$ cat src/rtl/s2mm_packer.sv
// Packs a free-running valid-only sample stream into fixed-length AXI-Stream packets for a DMA S2MM port.
// Optional header beat per packet when S2MM_PACKER_HDR_EN is defined (requires DATA_WIDTH >= 64).
module s2mm_packer #(
  parameter int DATA_WIDTH = 64,
  parameter int FIFO_DEPTH = 16,
  parameter int LEN_WIDTH  = 16
) (
  input  logic                    sys_clk,
  input  logic                    perif_rst_n,
  input  logic                    cfg_enable,
  input  logic [LEN_WIDTH-1:0]    cfg_pkt_len,
  input  logic [DATA_WIDTH-1:0]   s_data,
  input  logic                    s_valid,
  output logic [DATA_WIDTH-1:0]   m_axis_tdata,
  output logic [DATA_WIDTH/8-1:0] m_axis_tkeep,
  output logic                    m_axis_tvalid,
  input  logic                    m_axis_tready,
  output logic                    m_axis_tlast,
  output logic [31:0]             stat_pkt_cnt,
  output logic [31:0]             stat_drop_cnt,
  output logic                    busy
);
  // AXI-Stream master: a beat moves on tvalid & tready; once tvalid is high,
  // tdata/tlast hold until that transfer and tvalid only falls after one (or on reset).
  localparam int AW = $clog2(FIFO_DEPTH);
  localparam logic [AW:0]          PTR_ONE = 1;
  localparam logic [LEN_WIDTH-1:0] LEN_ONE = 1;

  typedef enum logic [1:0] {IDLE, RUN, DRAIN} state_t;

  state_t                  state_q, state_d;
  logic [DATA_WIDTH-1:0]   mem_q [FIFO_DEPTH];
  logic [AW:0]             wr_ptr_q, wr_ptr_d, rd_ptr_q, rd_ptr_d;
  logic [LEN_WIDTH-1:0]    len_q, len_d, beat_cnt_q, beat_cnt_d;
  logic [31:0]             pkt_cnt_q, pkt_cnt_d, drop_cnt_q, drop_cnt_d;
  logic                    hdr_sent_q, hdr_sent_d;

  logic                    fifo_empty, fifo_full, pkt_open, is_last;
  logic                    tvalid_c, tlast_c, hdr_beat, rd_en, wr_en, drop, flush;
  logic [DATA_WIDTH-1:0]   tdata_c, fifo_head;
  logic [LEN_WIDTH-1:0]    cfg_len_eff;

  assign fifo_empty  = (wr_ptr_q == rd_ptr_q);
  assign fifo_full   = (wr_ptr_q[AW] != rd_ptr_q[AW]) && (wr_ptr_q[AW-1:0] == rd_ptr_q[AW-1:0]);
  assign fifo_head   = mem_q[rd_ptr_q[AW-1:0]];
  assign cfg_len_eff = (cfg_pkt_len == '0) ? LEN_ONE : cfg_pkt_len;
  // A packet is open once any beat of it (header included) has been accepted.
  assign pkt_open    = (beat_cnt_q != '0) || hdr_sent_q;
  assign is_last     = (beat_cnt_q == (len_q - LEN_ONE));

`ifdef S2MM_PACKER_HDR_EN
  logic [DATA_WIDTH-1:0] hdr_word;
  always_comb begin
    hdr_word        = '0;
    hdr_word[31:0]  = pkt_cnt_q;
    hdr_word[47:32] = 16'(len_q);
    hdr_word[63:48] = 16'hA5A5;
  end
`endif

  always_comb begin
    state_d    = state_q;
    wr_ptr_d   = wr_ptr_q;
    rd_ptr_d   = rd_ptr_q;
    len_d      = len_q;
    beat_cnt_d = beat_cnt_q;
    pkt_cnt_d  = pkt_cnt_q;
    drop_cnt_d = drop_cnt_q;
    hdr_sent_d = hdr_sent_q;
    tvalid_c   = 1'b0;
    tdata_c    = '0;
    tlast_c    = 1'b0;
    hdr_beat   = 1'b0;
    rd_en      = 1'b0;
    wr_en      = 1'b0;
    drop       = 1'b0;
    flush      = 1'b0;
    unique case (state_q)
      IDLE: begin
        if (cfg_enable) begin
          state_d = RUN;
          len_d   = cfg_len_eff;
        end
      end
      RUN: begin
        if (!fifo_empty) begin
          tvalid_c = 1'b1;
`ifdef S2MM_PACKER_HDR_EN
          if (!pkt_open) begin
            hdr_beat = 1'b1;
            tdata_c  = hdr_word;
          end else begin
            tdata_c = fifo_head;
            tlast_c = is_last;
          end
`else
          tdata_c = fifo_head;
          tlast_c = is_last;
`endif
        end
        rd_en = tvalid_c && m_axis_tready && !hdr_beat;
        wr_en = s_valid && (!fifo_full || rd_en);
        drop  = s_valid && fifo_full && !rd_en;
        // Leaving RUN waits out a stalled beat so it is never withdrawn by the flush.
        if (!cfg_enable && !(tvalid_c && !m_axis_tready)) state_d = DRAIN;
      end
      DRAIN: begin
        if (pkt_open) begin
          tvalid_c = 1'b1;
          tlast_c  = is_last;
          if (!fifo_empty) begin
            tdata_c = fifo_head;
            rd_en   = m_axis_tready;
          end
        end else begin
          flush   = 1'b1;
          state_d = IDLE;
        end
      end
      default: state_d = IDLE;
    endcase

    if (tvalid_c && m_axis_tready) begin
      if (hdr_beat) begin
        hdr_sent_d = 1'b1;
      end else if (tlast_c) begin
        beat_cnt_d = '0;
        pkt_cnt_d  = pkt_cnt_q + 32'd1;
        len_d      = cfg_len_eff;
        hdr_sent_d = 1'b0;
      end else begin
        beat_cnt_d = beat_cnt_q + LEN_ONE;
      end
    end
    if (rd_en) rd_ptr_d = rd_ptr_q + PTR_ONE;
    if (flush) rd_ptr_d = wr_ptr_q;
    if (wr_en) wr_ptr_d = wr_ptr_q + PTR_ONE;
    if (drop && (drop_cnt_q != 32'hFFFF_FFFF)) drop_cnt_d = drop_cnt_q + 32'd1;
  end

  always_ff @(posedge sys_clk or negedge perif_rst_n) begin
    if (!perif_rst_n) begin
      state_q    <= IDLE;
      wr_ptr_q   <= '0;
      rd_ptr_q   <= '0;
      len_q      <= LEN_ONE;
      beat_cnt_q <= '0;
      pkt_cnt_q  <= '0;
      drop_cnt_q <= '0;
      hdr_sent_q <= 1'b0;
    end else begin
      state_q    <= state_d;
      wr_ptr_q   <= wr_ptr_d;
      rd_ptr_q   <= rd_ptr_d;
      len_q      <= len_d;
      beat_cnt_q <= beat_cnt_d;
      pkt_cnt_q  <= pkt_cnt_d;
      drop_cnt_q <= drop_cnt_d;
      hdr_sent_q <= hdr_sent_d;
    end
  end

  always_ff @(posedge sys_clk) begin
    if (wr_en) mem_q[wr_ptr_q[AW-1:0]] <= s_data;
  end

  assign m_axis_tdata  = tdata_c;
  assign m_axis_tkeep  = '1;
  assign m_axis_tvalid = tvalid_c;
  assign m_axis_tlast  = tlast_c;
  assign stat_pkt_cnt  = pkt_cnt_q;
  assign stat_drop_cnt = drop_cnt_q;
  assign busy          = (state_q != IDLE);
endmodule
$ cat config.mk
export PLATFORM = sky130hd
export DESIGN_NAME = s2mm_packer
export DESIGN_NICKNAME = d
export VERILOG_FILES = /design/src/rtl/s2mm_packer.sv
export SDC_FILE = /design/constraint.sdc
export NUM_CORES = 1
export LEC_CHECK = 0
export ABC_AREA = 1
export CORE_ASPECT_RATIO = 1.25
export CORE_MARGIN = 2
export CORE_UTILIZATION = 30
export CTS_CLUSTER_DIAMETER = 40
export DETAILED_ROUTE_END_ITERATION = 10
export PLACE_DENSITY = 0.51
export RECOVER_POWER = 100
export REMOVE_ABC_BUFFERS = 1
export SKIP_LAST_GASP = 1
export SLEW_MARGIN = 20
export SYNTH_ARGS = -nofsm -noshare
export SYNTH_HDL_FRONTEND = slang
export SYNTH_SLANG_ARGS = --single-unit
$ cat constraint.sdc
create_clock -name sys_clk -period 6.1 [get_ports sys_clk]
set_input_delay 1.22 -clock sys_clk [delete_from_list [all_inputs] [get_ports sys_clk]]
set_output_delay 1.22 -clock sys_clk [all_outputs]
set_load 0.02 [all_outputs]
[Word-level counts from Yosys, hierarchy flattened]
Memory sizes are Yosys's and may differ from the RTL's.
Index checks and enable logic that the tools add are counted.
Operators by class
  add/sub/neg operators: 6
  $mul: 0
  div/mod/pow operators: 0
  $lt $le $gt $ge: 0
  equality and inequality tests: 10
  shift-type cells: 0
  mux-type cells: 31
  bitwise operators: 0
  reductions and logical operators: 22
Operators by type and width (number)
  two-way mux 64 bit: 2
  case mux 64 bit (2 select lines): 1
  two-way mux 16 bit: 6
  adder 32 x 1 -> 32 bit, second input constant: 2
  inequality test 32 bit, second input constant: 1
  adder 16 x 1 -> 16 bit, second input constant: 1
  equality test 16 bit: 1
  zero test 16 bit: 1
  nonzero test 16 bit: 1
  subtractor 16 x 1 -> 16 bit, second input constant: 1
  two-way mux 1 bit: 13
  adder 5 x 1 -> 5 bit, second input constant: 2
  two-way mux 5 bit: 2
  logical AND 1 bit: 9
  two-way mux 2 bit: 3
  inequality test 2 bit, second input constant: 3
  case mux 1 bit (2 select lines): 3
  case mux 2 bit (3 select lines): 1
  equality test 5 bit: 1
  zero test 1 bit: 5
  equality test 4 bit: 1
  nonzero test 2 bit: 2
  AND reduction 3 bit: 1
  equality test 2 x 1 -> 1 bit, second input constant: 1
  other kinds (5): 5
Storage, ports and cells
  register bits after elaboration: 108
  bits in latches: 0
  memory bits (writable): 1024
  ROM bits: 0
  bits of input ports: 85
  word-level logic and storage cells: 77
  memories kept: 1
Memories
  mem_q: depth 16, width 64, rd ports 1, clocked after memory_dff 0, wr ports 1, RTL line 32  | logic [DATA_WIDTH-1:0] mem_q [FIFO_DEPTH];

[Logic depth before layout (Yosys ltp)]
  word-level depth: 9
  depth in mapped cells: 17

[Worst setup path before layout]
OpenSTA, ideal clock, no wires.
  path kind: input -> register
  start point: in m_axis_tready
  end point: mem mem_q[15][0], enable pin
  arrival time: 4758 ps
  required time: 5611 ps
  path slack: 853 ps
  cell stages on the path: 7
  buffers on the path: 1
  cells stage by stage: clkbuf_1 -> nor2_1 -> nand3_1 -> nand2_1 -> inv_1 -> nand2_1 -> nor2_1
Between the ends
  longest elaborated chain between the ends: 6
RTL lines
  from (decl): RTL line 17  | input logic m_axis_tready,
  logical AND 1 bit: RTL line 101  | rd_en = tvalid_c && m_axis_tready && !hdr_beat;
  logical OR 1 bit: RTL line 102  | wr_en = s_valid && (!fifo_full || rd_en);
  logical AND 1 bit: RTL line 102
  two-way mux 1 bit: RTL line 78  | unique case (state_q)
  two-way mux 1 bit: RTL line 164  | if (wr_en) mem_q[wr_ptr_q[AW-1:0]] <= s_data;
  two-way mux 1 bit (not written as such): RTL line 164
  to (decl): RTL line 32
No other way between the ends.

[Final worst setup path]
  start point: reg rd_ptr_q[1]
  end point: out m_axis_tdata[42]
Between the ends
  longest elaborated chain between the ends: 4
  elaborated cells on any way between the ends: 5
  classes of those cells: 1 x eq/ne; 3 x mux; 1 x memory
RTL lines
  from (decl): RTL line 33  | logic [AW:0] wr_ptr_q, wr_ptr_d, rd_ptr_q, rd_ptr_d;
  from (signal assigned): RTL line 154  | rd_ptr_q <= rd_ptr_d;
  memory read (16 x 64 bit) / equality test 5 bit (equally long branches)
  two-way mux 64 bit *: RTL line 86, 111
  two-way mux 64 bit: RTL line 108  | if (pkt_open) begin
  case mux 64 bit (2 select lines) *: RTL line 78
  to (decl): RTL line 14  | output logic [DATA_WIDTH-1:0] m_axis_tdata,
Mark *: on every way between the ends. The rest lies on a longest branch, timed or not.

==> tab_implementation.tex <==
\begin{tabular}{lr}
\hline
Metric & Value \\
\hline
\multicolumn{2}{l}{\textbf{Power and ir drop}} \\
Power density relative to cell area & 456.1 nW/µm² \\
Leakage power & around 19 nW \\
Largest voltage drop on the vdd net & roughly 0.39 mV \\
\multicolumn{2}{l}{\textbf{Cells and area}} \\
Nets@finish & 4077 \\
Fraction of layout instances using a drive strength above 1 & 7.638\% \\
Commonest non-fill, non-tap cell in the layout & sky130\_fd\_sc\_hd\_\_edfxtp\_1 \\
Most frequent cells in the layout & sky130\_fd\_sc\_hd\_\_edfxtp\_1 (1024), sky130\_fd\_sc\_hd\_\_nor2\_1 (722), sky130\_fd\_sc\_hd\_\_o21ai\_0 (562) \\
Area growth syn-to-layout & 20.31\% \\
Filler cell count in the final layout & 14700 \\
Summed area of non-filler cells in the final layout & 55410 µm² \\
\multicolumn{2}{l}{\textbf{Timing}} \\
Worst slew pin tran & 3294 ps \\
Post-Route Hold Slack & between 400 and 500 ps \\
Max-slew violation count & 900 \\
Crit path time final & 5745 ps \\
Highest Clock Rate & $\sim$170 MHz \\
Hold Vio Cnt, Final & 0 \\
Unrepaired setup endpoints after global routing & false \\
Final setup violation count & 0 \\
Final setup TNS & 0 ps \\
Setup skew after layout & $\sim$26 ps \\
Share of the clock period used by the worst path after layout & 94.19\% \\
Remaining max-slew budget at the tightest pin & -119.6\% \\
\multicolumn{2}{l}{\textbf{Floorplanning}} \\
Starting Density & 30.23\% \\
Vertical die dimension & $\sim$440 µm \\
Total die area & roughly 160000 µm² \\
Count of boundary I/O pins & 224 \\
Std cell rows & 160 \\
Core box area & 152300 µm² \\
Die boundary width & 354.4 µm \\
\multicolumn{2}{l}{\textbf{Clock network}} \\
Number of buffers added for setup after CTS & 0 \\
Clk sink count & 1132 \\
CTS hold repair buffers & 0 \\
CTS max path bufs & 3 \\
Clk Latency, worst-skew pair & around 770 ps \\
Clock slew at reported path FFs & 60 ps \\
Number of buffers created by CTS & about 150 \\
Root cell of the clock tree & sky130\_fd\_sc\_hd\_\_clkbuf\_16 \\
CTS H-Tree Depth & 4 \\
Count of instances resized after the clock tree is built & 0 \\
CTS tree & done \\
\multicolumn{2}{l}{\textbf{Global route}} \\
First-pass GRT wire length & just under 200000 µm \\
Antenna violations before repair & 27 \\
Number of global-route vias before repair & 29760 \\
GRT Total Usage & 16.55\% \\
Total global routing overflow & 0 \\
Maximum number of pins on one net before global-route repair & 201 \\
\multicolumn{2}{l}{\textbf{Synthesis}} \\
Count of mapped cells out of synthesis & 3785 \\
Seq cells post-synth & 1132 \\
Main flop type after synthesis & sky130\_fd\_sc\_hd\_\_edfxtp\_1 \\
Number of flops mapped to enable cells by yosys & 1024 \\
Cell variety after synth & 42 \\
Portion of synthesized cell area occupied by the leading cell type & roughly two thirds \\
Yosys Warn Count & 0 \\
Sequential-to-total area share from yosys stat & 72.64\% \\
Cell area after synthesis & 46050 µm² \\
Main area contributors after synthesis & sky130\_fd\_sc\_hd\_\_edfxtp\_1 (67\%), sky130\_fd\_sc\_hd\_\_o21ai\_0 (6.0\%), sky130\_fd\_sc\_hd\_\_nor2\_1 (5.9\%), sky130\_fd\_sc\_hd\_\_dfrtp\_1 (5.8\%), sky130\_fd\_sc\_hd\_\_nand2\_1 (3.2\%) \\
Avg Cell Area, Syn & 12.17 µm² \\
Cell type contributing the most total cell area after synthesis & sky130\_fd\_sc\_hd\_\_edfxtp\_1 \\
Fraction of registers with async set/reset & a little under a tenth \\
\multicolumn{2}{l}{\textbf{Critical path}} \\
Worst Setup Start Kind & flop \\
Depth of the most critical reg-to-reg path & 10 \\
Endpoint kind of the worst setup timing path & primary output \\
Total buffers and inverters traversed by the critical path & 2 \\
Crit-path slowest cell & sky130\_fd\_sc\_hd\_\_clkbuf\_4 \\
Arrival @ worst endpoint & 4530 ps \\
Timing endpoint of the critical path & m\_axis\_tdata[42] \\
Kind of critical path & flop to primary output \\
Required time at the worst-slack endpoint & 4880 ps \\
Critical path, cell by cell & clkbuf\_4 -> o21ai\_0 -> o22ai\_1 -> o221ai\_1 -> a31oi\_1 -> dlygate4sd3\_1 \\
Number of cells on the critical path & 6 \\
Biggest cell delay along the critical path & 920 ps \\
Family with the most delay on the worst path & buffers and inverters \\
Endpoint of the most critical register-to-register path & mem\_q[12][15] \\
Critical path peak fanout & 75 \\
Startpoint of the most critical register-to-register path & rd\_ptr\_q[2] \\
Launching element of the worst setup path & rd\_ptr\_q[1] \\
Reg-to-reg slack, setup & 600 ps \\
\multicolumn{2}{l}{\textbf{Placed design}} \\
Detailed-placement wirelength estimate & between 60000 and 70000 µm \\
Number of buffer cells added on primary ports & between 200 and 250 \\
Cell Area, Placed & 50530 µm² \\
RD Place Congestion & 0.8207 \\
\multicolumn{2}{l}{\textbf{Status}} \\
Status & finished with violations \\
Violations in the final reports & max-capacitance violations, max-slew violations \\
\multicolumn{2}{l}{\textbf{Drt}} \\
Router iterations before antenna repair & 5 \\
DRC violations left & 0 \\
Vias after detailed routing & 30340 \\
Via density & between 4 and 5 \\
DRT antenna net count & 0 \\
Detailed-route wire length per cell & between 20 and 25 µm \\
WL final & 131200 µm \\
Initial drt markers & 2405 \\
\multicolumn{2}{l}{\textbf{Flow run}} \\
Number of max-capacitance violations reported & 31 \\
\multicolumn{2}{l}{\textbf{Worst hold path}} \\
Hold Crit Class & flop to flop \\
\hline
\end{tabular}
power by group:
group | total [W] | switching, W | internal, W | leakage [nW]
Sequential | 0.00921 | 0.000271 | 0.00894 | 10.6
Combinational | 0.00700 | 0.00492 | 0.00207 | 5.67
Clock | 0.00907 | 0.00346 | 0.00561 | 2.53
worst reg2reg max path, cell delays in order (launching register included):
cell and delay, ps:
sky130_fd_sc_hd__dfrtp_1 480, sky130_fd_sc_hd__inv_4 540, sky130_fd_sc_hd__nand2_1 100, sky130_fd_sc_hd__nand2_1 90
sky130_fd_sc_hd__nor2_1 60, sky130_fd_sc_hd__nand3_1 160, sky130_fd_sc_hd__nand2_1 190, sky130_fd_sc_hd__inv_1 210
sky130_fd_sc_hd__nand2_1 190, sky130_fd_sc_hd__nor2_1 960, sky130_fd_sc_hd__clkbuf_2 1810
logic make-up (layout without fill, tap and decap cells):
logic type      Yosys count  in the layout  share of synthesized area, %
compound gates          891            891                         10.93
xor+xnor                 64             64                         1.217
fa+ha+maj                14             14                        0.3804
buf+inv                 351            657                         3.043
flops                  1132           1132                         72.64
other cells               1             13                      0.008143
simple gates           1332           1332                         11.78
flip-flops by register name (all words and copies together) (netlist names):
| signal | count |
|---|---|
| stat_drop_cnt | 32 |
| wr_ptr_q | 5 |
| state_q | 2 |
| rd_ptr_q | 5 |
| beat_cnt_q | 16 |
| mem_q | 1024 |
| stat_pkt_cnt | 32 |
| len_q | 16 |
stage by stage:
stage               power (W)  setup WS (ps)  cells  utilization [%]
floorplan             0.01369         -18580   3554                -
global placement      0.01658           1101   5850            33.17
detailed placement    0.01659           1133   5850            33.17
CTS                   0.02573          247.6   6124            36.57
global route          0.02660          173.1   6124            36.36
finish                0.02527          354.7   6128            36.37
layer usage:
layer	vias to the layer above	part of all wire (%)	wire, µm	track usage [%]
met5	-	0.13	172	0
met4	26	2.6	3446	4.991
met3	229	5.2	6761	3.423
met2	762	49	63840	27.81
met1	15160	43	57020	21.39
li1	14160	-	-	-
area by class of cell:
| cell class | instances | area, µm² | share of cell area, % |
|---|---|---|---|
| Sequential cell | 1132 | 33460 | 60.39 |
| Antenna cell | 5 | 12.51 | 0.02258 |
| Tap cell | 2025 | 2534 | 4.573 |
| Clock buffer | 174 | 3979 | 7.181 |
| Clock inverter | 100 | 1204 | 2.172 |
| Inverter | 113 | 446.7 | 0.8062 |
| Multi-Input combinational cell | 2309 | 11240 | 20.29 |
| Timing Repair Buffer | 270 | 2529 | 4.564 |
worst min path at each step:
stage	to	startpoint	slack (ps)	depth (start not counted)
finish	stat_drop_cnt[4]	stat_drop_cnt[4]	490	1
detailed placement	stat_drop_cnt[4]	stat_drop_cnt[4]	490	1
global route	stat_drop_cnt[4]	stat_drop_cnt[4]	520	1
floorplan	state_q[1]	state_q[1]	480	2
global placement	stat_drop_cnt[4]	stat_drop_cnt[4]	480	1
CTS	len_q[7]	perif_rst_n	430	1
synthesized netlist by cell type (38+ instances only):
library cell and n:
sky130_fd_sc_hd__dfrtp_1 107, sky130_fd_sc_hd__a31oi_1 65, sky130_fd_sc_hd__inv_1 110, sky130_fd_sc_hd__clkbuf_1 183, sky130_fd_sc_hd__nand3_1 60, sky130_fd_sc_hd__o221ai_1 58
sky130_fd_sc_hd__nand2_1 395, sky130_fd_sc_hd__edfxtp_1 1024, sky130_fd_sc_hd__o21ai_0 550, sky130_fd_sc_hd__nor3_1 69, sky130_fd_sc_hd__xor2_1 38, sky130_fd_sc_hd__nor2_1 725
sky130_fd_sc_hd__o22ai_1 183
Note: power is estimated with default switching activity, not from simulation.
